[src/rtl/gpca_pkg.sv]
// rtl/gpca_pkg.sv - shared widths, mode encoding and row control type for the GPCA
package gpca_pkg;

    localparam int P_W  = 5;
    localparam int BC_W = 7;
    localparam int A_W  = 10;
    localparam int F_W  = 5;
    localparam int S_W  = 11;
    localparam int SH_W = 4;

    localparam logic MODE_MUL = 1'b0;
    localparam logic MODE_DIV = 1'b1;

    // Row behaviour: pass-through, add, or trial-subtract with restore on negative
    typedef enum logic [1:0] {
        ROW_PASS = 2'd0,
        ROW_ADD  = 2'd1,
        ROW_SUB  = 2'd2
    } row_op_e;

endpackage

[src/rtl/gpca_if.sv]
// rtl/gpca_if.sv - operand/result bundle of the GPCA (bit 1 is the MSB of every word)
interface gpca_if;
    import gpca_pkg::*;

    logic           X;
    logic [1:P_W]   P;
    logic [1:BC_W]  B;
    logic [1:BC_W]  C;
    logic [1:A_W]   A;
    logic [1:F_W]   F;
    logic [1:S_W]   S;

    modport master (output X, P, B, C, A, input F, S);
    modport slave  (input X, P, B, C, A, output F, S);

endinterface

[src/rtl/gpca_row.sv]
// rtl/gpca_row.sv - one array row of 11-bit controlled add/subtract cells
module gpca_row
    import gpca_pkg::*;
(
    input  logic [S_W-1:0]  acc_in,
    input  logic [S_W-1:0]  operand,
    input  logic [SH_W-1:0] shift,
    input  row_op_e         op,
    output logic [S_W-1:0]  acc_out,
    output logic            flag
);

    logic [S_W-1:0] shifted;
    logic [S_W:0]   sum;
    logic [S_W:0]   diff;

    // flag is the carry out for ROW_ADD and the borrow (negative trial) for ROW_SUB
    always_comb begin
        shifted = operand << shift;
        sum     = {1'b0, acc_in} + {1'b0, shifted};
        diff    = {1'b0, acc_in} - {1'b0, shifted};
        acc_out = acc_in;
        flag    = 1'b0;
        case (op)
            ROW_ADD: begin
                acc_out = sum[S_W-1:0];
                flag    = sum[S_W];
            end
            ROW_SUB: begin
                flag = diff[S_W];
                if (!diff[S_W]) begin
                    acc_out = diff[S_W-1:0];
                end
            end
            default: begin
                acc_out = acc_in;
            end
        endcase
    end

endmodule

[src/rtl/gpca_core.sv]
// rtl/gpca_core.sv - 5-row add/subtract array: MAC, square-accumulate, divide, square root
module gpca_core
    import gpca_pkg::*;
(
    input  logic   clk,
    input  logic   rst_n,
    gpca_if.slave  bus
);

    logic [P_W-1:0]  p_v;
    logic [BC_W-1:0] b_v;
    logic [BC_W-1:0] c_v;
    logic [A_W-1:0]  a_v;
    logic            mode;
    logic            sq;
    logic [BC_W-1:0] mcand;

    assign p_v   = bus.P;
    assign b_v   = bus.B;
    assign c_v   = bus.C;
    assign a_v   = bus.A;
    assign mode  = bus.X;
    assign sq    = |(c_v & ~b_v);
    assign mcand = sq ? {{(BC_W-P_W){1'b0}}, p_v} : b_v;

    // acc carries the running sum / partial remainder down the rows;
    // root collects one result bit per row (quotient or root, MSB first)
    logic [S_W-1:0] acc  [0:P_W];
    logic [P_W-1:0] root [0:P_W];

    assign acc[0]  = {{(S_W-A_W){1'b0}}, a_v};
    assign root[0] = '0;

    for (genvar i = 0; i < P_W; i++) begin : g_row
        localparam int K = P_W - 1 - i;

        logic [S_W-1:0]  opnd;
        logic [SH_W-1:0] sh;
        row_op_e         op;
        logic            flag;

        // Row i operand select: shifted multiplicand, shifted divisor, or the
        // root trial (4r+1)<<2K where r is the root found by the rows above
        always_comb begin
            opnd = '0;
            sh   = '0;
            op   = ROW_PASS;
            if (mode == MODE_MUL) begin
                opnd = {{(S_W-BC_W){1'b0}}, mcand};
                sh   = SH_W'(K);
                op   = p_v[K] ? ROW_ADD : ROW_PASS;
            end else if (!sq) begin
                opnd = {{(S_W-BC_W){1'b0}}, b_v};
                sh   = SH_W'(K);
                op   = ROW_SUB;
            end else begin
                opnd = {{(S_W-P_W-2){1'b0}}, root[i], 2'b01};
                sh   = SH_W'(2 * K);
                op   = ROW_SUB;
            end
        end

        gpca_row u_row (
            .acc_in  (acc[i]),
            .operand (opnd),
            .shift   (sh),
            .op      (op),
            .acc_out (acc[i+1]),
            .flag    (flag)
        );

        assign root[i+1] = {root[i][P_W-2:0], ~flag};
    end

    logic [F_W-1:0] f_q;
    logic [S_W-1:0] s_q;

    // Single output register; F only carries a result in divide/root mode
    always_ff @(posedge clk or negedge rst_n) begin
        if (!rst_n) begin
            f_q <= '0;
            s_q <= '0;
        end else begin
            f_q <= (mode == MODE_DIV) ? root[P_W] : '0;
            s_q <= acc[P_W];
        end
    end

    assign bus.F = f_q;
    assign bus.S = s_q;

endmodule

[src/flat_wrapper.sv]
// flat-port wrapper written by rule: the top's interface ports become plain ports
module gpca_core_flat import gpca_pkg::*;
  (clk, rst_n, bus_X, bus_P, bus_B, bus_C, bus_A, bus_F, bus_S);
  gpca_if bus_i ();
  input  logic clk;
  input  logic rst_n;
  input wire logic [$bits(bus_i.X)-1:0] bus_X;
  input wire logic [$bits(bus_i.P)-1:0] bus_P;
  input wire logic [$bits(bus_i.B)-1:0] bus_B;
  input wire logic [$bits(bus_i.C)-1:0] bus_C;
  input wire logic [$bits(bus_i.A)-1:0] bus_A;
  output wire logic [$bits(bus_i.F)-1:0] bus_F;
  output wire logic [$bits(bus_i.S)-1:0] bus_S;
  assign bus_i.X = bus_X;
  assign bus_i.P = bus_P;
  assign bus_i.B = bus_B;
  assign bus_i.C = bus_C;
  assign bus_i.A = bus_A;
  assign bus_F = bus_i.F;
  assign bus_S = bus_i.S;
  gpca_core u_core (.clk(clk), .rst_n(rst_n), .bus(bus_i));
endmodule
[config.mk]
export PLATFORM = sky130hd
export DESIGN_NAME = gpca_core_flat
export DESIGN_NICKNAME = d
export VERILOG_FILES = /design/src/rtl/gpca_pkg.sv /design/src/rtl/gpca_if.sv /design/src/rtl/gpca_row.sv /design/src/rtl/gpca_core.sv /design/src/flat_wrapper.sv
export SDC_FILE = /design/constraint.sdc
export NUM_CORES = 1
export LEC_CHECK = 0
export CAP_MARGIN = 20
export CORE_MARGIN = 1.5
export CORE_UTILIZATION = 56
export DETAILED_ROUTE_END_ITERATION = 8
export DONT_BUFFER_PORTS = 1
export PLACE_DENSITY = 0.8
export SETUP_SLACK_MARGIN = 0.1
export SLEW_MARGIN = 30
export SYNTH_ARGS = -nofsm -noshare
export SYNTH_HDL_FRONTEND = slang
export SYNTH_SLANG_ARGS = --single-unit
[constraint.sdc]
create_clock -name clk -period 0.8 [get_ports clk]
set_input_delay 0.16 -clock clk [delete_from_list [all_inputs] [get_ports clk]]
set_output_delay 0.16 -clock clk [all_outputs]
set_load 0.005 [all_outputs]
==> results of run 1 <==
==> cells in the mapped netlist, drive strengths merged (4+ instances only) <==
library cell and number:
ha 94, o2111ai 5, and2 11, o221a 8
o211ai 5, dfrtp 16, or2 7, nand3 8
o31ai 9, o21bai 13, mux2i 21, o22a 9
o21ai 55, a211oi 8, a31oi 14, o311ai 8
a221o 4, nor3 17, a21boi 6, clkbuf 13
o221ai 6, a221oi 15, xor2 5, a311o 4
o21a 17, nor2 84, a21oi 49, buf 10
a22oi 5, inv 88, a21o 11, xnor2 16
o22ai 12, nor2b 23, nand2b 14, a41oi 4
nand2 52, o31a 4, and3 6, fa 9
==> routing by layer <==
metal / overflow / track usage (%)
met1: 5 / 66.5
met2: 116 / 100
met3: 1 / 46.4
met4: 57 / 87.2
met5: 0 / 4.29
==> what timing repair did <==
item                                    4_1_cts
cloned                                        2
gates resized for setup                      96
pin swaps                                    63
buffers inserted                             75
endpoints found under the hold margin        18
hold buffers                                  1
endpoints found under the setup margin       32
==> metrics by stage <==
stage	instances	setup TNS (ns)	hold slack, ns	instance area, µm²
detailed placement	1240	-140.90	-0.135	8750
CTS	1320	-132.20	-0.00258	9820
global placement	1240	-133.01	-0.135	8750
floorplan	841	-131.37	-0.136	6590
==> logic make-up after synthesis <==
group                      Yosys count  synth area share [%]
other                                2                 0.125
AOI/OAI and AO/OA                  300                  37.0
DFF                                 16                  6.67
muxes                               23                  3.88
buffers and inverters              111                  7.13
xor gates and xnor gates            21                  3.06
adders and majority gates          103                  22.6
and+or+nand+nor                    238                  19.6
==> results by group, run 1 <==
GRT
  – Vias in the first global route: 11569
  – GR Overflow Total: 179
  – Total Routing Usage GR: between 70% and 80%
  – First-pass GRT wire length: between 60 and 70 mm
  – Largest net degree at the start of global routing: 36

Yosys
  – Syn Area/Cell: 7.38 µm²
  – Synthesized flop and latch total: 16
  – Syn Inst Count: slightly above 800
  – Register area share after synthesis: 6.67%
  – Top cells by area, synth: ha_1 (20%), dfrtp_1 (6.7%), nor2_1 (5.3%)
  – Synth Flop Type: dfrtp_1
  – Synth Cell Area: 0.00600 mm²
  – Post-synth cell types: 90
  – Post-synth top area share: 19.6%
  – Synth async-reset ratio: 100%
  – Yosys warning total: 0
  – Synth area leader: ha_1
  – EDFF count, synth: 0

Die
  – Num rows: 37
  – Die X: 107 µm
  – Initial core utilization: 57.9%
  – Die Y: 107 µm
  – IO Pins: 48

CTS
  – CTS H-tree lvls: 1
  – Number of clock sinks: 16
  – Clock tree buffer depth: 2
  – Total CTS buffers: 3
  – Root buffer cell: clkbuf_8

Placed design
  – Dpl hpwl: between 20 and 25 mm
  – IO Port Bufs: 0
  – Routability cong.: 1.14
  – Post-placement setup slack: -10.28 ns

Outcome
  – Status: stopped before the end
  – Err: [ERROR GRT-0116] Global routing finished with congestion. Check the congestion regions in the DRC Viewer.
  – Stopped at: global routing (5_1_grt)
==> inputs of run 2 (changes only) <==
--- a/config.mk
+++ b/config.mk
@@ -7,11 +7,10 @@
 export LEC_CHECK = 0
 export CAP_MARGIN = 20
 export CORE_MARGIN = 1.5
-export CORE_UTILIZATION = 56
+export CORE_UTILIZATION = 40
 export DETAILED_ROUTE_END_ITERATION = 8
 export DONT_BUFFER_PORTS = 1
-export PLACE_DENSITY = 0.8
-export SETUP_SLACK_MARGIN = 0.1
+export PLACE_DENSITY_LB_ADDON = 0.15
 export SLEW_MARGIN = 30
 export SYNTH_ARGS = -nofsm -noshare
 export SYNTH_HDL_FRONTEND = slang
==> run 2 against run 1 <==
The flow now finishes, with violations (setup timing). Area after synthesis did not move. Synthesized cell count did not move.
==> results by group, run 2 <==
Yosys
  – Syn Area/Cell: between 7 and 8 µm²
  – Cell with the most instances after synthesis: ha_1
  – Synth Flop Type: dfrtp_1
  – Post-synth top area share: 19.6%
  – Register area share after synthesis: 6.67%
  – EDFF count, synth: 0
  – Synth area leader: ha_1
  – Most frequent cells after synthesis: ha_1 (94), nor2_1 (84), inv_1 (81)
  – Syn Inst Count: between 800 and 900
  – Synth Cell Area: 0.00600 mm²
  – Post-synth cell types: 90
  – Yosys warning total: 0
  – Top cells by area, synth: ha_1 (20%), dfrtp_1 (6.7%), nor2_1 (5.3%)
  – Synthesized flop and latch total: 16
  – Synth async-reset ratio: 100%

GRT
  – Initial antenna violation count: 0
  – GR Overflow Total: 0
  – Total Routing Usage GR: 33.2%
  – Largest net degree at the start of global routing: 36
  – Vias in the first global route: around 8400
  – First-pass GRT wire length: between 40 and 50 mm

CTS
  – Clk slew on worst S/H paths: 0.06 ns
  – Root buffer cell: clkbuf_16
  – CTS tree: yes
  – CTS H-tree lvls: 1
  – Clock tree buffer depth: 2
  – Number of clock sinks: 16
  – Total CTS buffers: 3

Final layout
  – Commonest cells after routing, fill and taps aside: buf_4 (379), inv_1 (69), nor2_1 (68)
  – FF/Latch Area: 400 µm²
  – Share of post-route cells with drive strength above 1: 51.0%
  – Diodes inserted: 0
  – Max reg flops: 11
  – Layout fillers: approximately 1100
  – Final-stage net count: ~1400
  – Area occupied by multi-input gates: between 0.006 and 0.007 mm²
  – Area grow syn2layout: 80.0%
  – Most common cell after layout, fill and taps aside: buf_4
  – Layout Cells excl Fill: 1412
  – Fin util: 74.1%

STA
  – Endpoints failing setup: 18
  – Final cycle utilization of the critical path: 1310%
  – Pins Over Slew Limit: 0
  – Worst slew pin tran: 0.846 ns
  – Endpoints failing hold: 0
  – F_max: 0.0957 GHz
  – Crit path time final: 10.45 ns
  – Worst rel slew slack: 43.6%
  – Unrepaired setup endpoints after global routing: yes
  – Final worst setup slack: -9.65 ns
  – Final TNS setup: -131.25 ns

Outcome
  – Failing checks: setup timing
  – Status: complete, but fails checks

Drt
  – Total Wirelength: 28.5 mm
  – Avg WL per Cell: 20.2 µm
  – Drt first pass iters: 8
  – Initial DRC Count: 511
  – Via/cell ratio: between 5 and 6
  – Via count: 8154
  – DRC: 0
  – Post-route ant nets: 0

Die
  – Die X: ~130 µm
  – CORE AREA: 0.0146 mm²
  – IO Pins: 48
  – DIE AREA: between 0.015 and 0.02 mm²
  – Die Y: 126 µm
  – Initial core utilization: 41.1%
  – Num rows: 44

Placed design
  – Dpl hpwl: 21.5 mm
  – IO Port Bufs: 0
  – Placed Instances: 1309
  – Routability cong.: 1.01

Worst setup path
  – Setup CP Type: input pin to flip-flop
  – Slowest-stage cell, CP: a2111o_1
  – CP Data Required Time: slightly above 0.9 ns
  – WP data arrival: 10.58 ns
  – CP endpoint kind: flip-flop
  – Max stage delay on crit path: about 0.40 ns
  – Worst Setup SP: bus_B[0]
  – CP Max Fanout: 8
  – Worst setup SP type: input pin

Job
  – Max Cap Viol: 0

Pwr
  – Switching Share: 46.3%
  – Lkg Pwr: 0.00513 µW
  – Sequential share of power: around 3.1%
  – Cell-internal power: ~25000 µW
  – Clock share of power: 2.5%
  – Comb pwr share: 94.4%
  – Worst vdd ir: 2530 µV
  – Psw: approximately 21000 µW
  – Power density cells: 4270 mW/mm²

Min path
  – Hold WC Path Type: input pin to flip-flop
  – Hold Startpoint: bus_X
## run 2: cell counts after synthesis
No cell type changed its count.
## run 2: worst paths after layout
path                                        endpoint  slack (ns)  cells after the start
hold / removal             u_core.bus.S[4]$_DFF_PN0_        0.05                      1
max in group asynchronous  u_core.bus.F[5]$_DFF_PN0_        0.20                      1
min in group asynchronous  u_core.bus.F[4]$_DFF_PN0_        0.08                      1
setup / recovery           u_core.bus.S[8]$_DFF_PN0_       -9.65                     60
## run 2: metal layers
layer | part of all wire (%) | track usage, %
met1 | 38 | 35.9
met3 | 5.8 | 4.92
met4 | 5.2 | 14.0
met5 | 0 | 0
met2 | 51 | 63.7
## run 2: logic make-up (layout without fill, tap and decap cells)
logic type      after synthesis  count (layout)  synth area share, %
fa+ha+maj                   103             103                 22.6
compound gates              300             300                 37.0
simple gates                238             238                 19.6
flops                        16              16                 6.67
buf+inv                     111             498                 7.13
mux                          23              23                 3.88
other cells                   2              29                0.125
xor+xnor                     21              21                 3.06
## run 2: power by group through the flow
stage | Combinational, µW | Clock, µW | Sequential [µW]
2_1_floorplan | 20100 | 0 | 1410
3_3_place_gp | 33100 | 0 | 1460
3_5_place_dp | 34300 | 0 | 1460
4_1_cts | 37600 | 1150 | 1450
5_1_grt | 46500 | 1160 | 1480
6_report | 43600 | 1130 | 1440
## run 2: final cells by class
type | instances | share of cell area, %
timing repair buffer | 406 | 29.5
inverter | 88 | 3.29
sequential | 16 | 3.71
clock buffer | 4 | 0.822
tap | 184 | 2.13
multi-input combinational | 714 | 60.5
## run 2: worst max-delay path: cells and delay by family
kind / cells / cell delay (ns)
mux: 2 / 0.32
buf+inv: 13 / 1.88
simple gates: 10 / 1.06
compound gates: 30 / 5.91
fa+ha+maj: 5 / 1.23
## run 2: through the flow
| step | hold slack [ns] | setup WS (ns) | total power, µW | cell area (µm²) |
|---|---|---|---|---|
| 3_3_place_gp | -0.135 | -10.22 | 34600 | 9010 |
| 4_1_cts | 0.0109 | -9.60 | 40200 | 10000 |
| 2_1_floorplan | -0.136 | -9.63 | 21600 | 6590 |
| 3_5_place_dp | -0.135 | -10.24 | 35700 | 9010 |
| 6_report | 0.0504 | -9.65 | 46200 | 10800 |
| 5_1_grt | 0.0431 | -10.08 | 49100 | 10800 |
## run 2: timing repair
action | in CTS | in global routing
hold endpoints to repair | 16 | 0
gates resized for setup | 89 | 121
cloned | 1 | 0
hold buffers | 1 | 0
buffers inserted | 68 | 32
endpoints found under the setup margin | 19 | 43
pin swaps | 63 | 93
Note: power is estimated with default switching activity, not from simulation.
==> inputs of run 3 (changes only) <==
--- a/config.mk
+++ b/config.mk
@@ -7,7 +7,7 @@
 export LEC_CHECK = 0
 export CAP_MARGIN = 20
 export CORE_MARGIN = 1.5
-export CORE_UTILIZATION = 40
+export CORE_UTILIZATION = 60
 export DETAILED_ROUTE_END_ITERATION = 8
 export DONT_BUFFER_PORTS = 1
 export PLACE_DENSITY_LB_ADDON = 0.15
==> run 3 against run 2 <==
The flow now stops in clock tree synthesis (4_1_cts). Synthesized cell count is the same. Area after synthesis is the same.
==> results by group, run 3 <==
Die
  – IO Pins: 48
  – Die Y: around 100 µm
  – Die X: 103 µm
  – Num rows: 36
  – Initial core utilization: 61.7%

CTS
  – Post-CTS sizing: approximately 110
  – Number of clock sinks: 16
  – Clock tree buffer depth: 2
  – CTS Hold Buffers Added: 2
  – CTS H-tree lvls: 1
  – Setup bufs post-CTS: 65
  – Total CTS buffers: 3
  – Root buffer cell: clkbuf_8

Yosys
  – Post-synth top area share: 19.6%
  – Syn Area/Cell: 7.38 µm²
  – Synthesized flop and latch total: 16
  – Syn Inst Count: 814
  – Post-synth cell types: 90
  – Most frequent cells after synthesis: ha_1 (94), nor2_1 (84), inv_1 (81)
  – Synth Cell Area: between 0.006 and 0.007 mm²
  – Register area share after synthesis: 6.67%
  – Synth area leader: ha_1
  – EDFF count, synth: 0
  – Cell with the most instances after synthesis: ha_1
  – Top cells by area, synth: ha_1 (20%), dfrtp_1 (6.7%), nor2_1 (5.3%)
  – Yosys warning total: 0
  – Synth Flop Type: dfrtp_1
  – Synth async-reset ratio: 100%

Placed design
  – Placed Instances: 1233
  – IO Port Bufs: 0
  – Dpl hpwl: 20.7 mm
  – Cell Area, Placed: 0.00872 mm²
  – Routability cong.: 1.17

Outcome
  – Stopped at: clock tree synthesis (4_1_cts)
  – Status: stopped before the end
  – Err: [ERROR DPL-0038] Utilization greater than 100%, impossible to legalize
[run 3: cell counts after synthesis]
Identical to the previous run, type by type.
[run 3: stage by stage]
| stage | hold slack (ns) | setup slack (ns) |
|---|---|---|
| after global placement | -0.135 | -9.69 |
| after detailed placement | -0.135 | -10.27 |
| after floorplan | -0.136 | -9.63 |
[run 3: cell families after synthesis]
family | after synthesis | synth area share, %
other cells | 2 | 0.125
fa+ha+maj | 103 | 22.6
simple gates | 238 | 19.6
buf+inv | 111 | 7.13
xor+xnor | 21 | 3.06
flops | 16 | 6.67
compound gates | 300 | 37.0
mux | 23 | 3.88
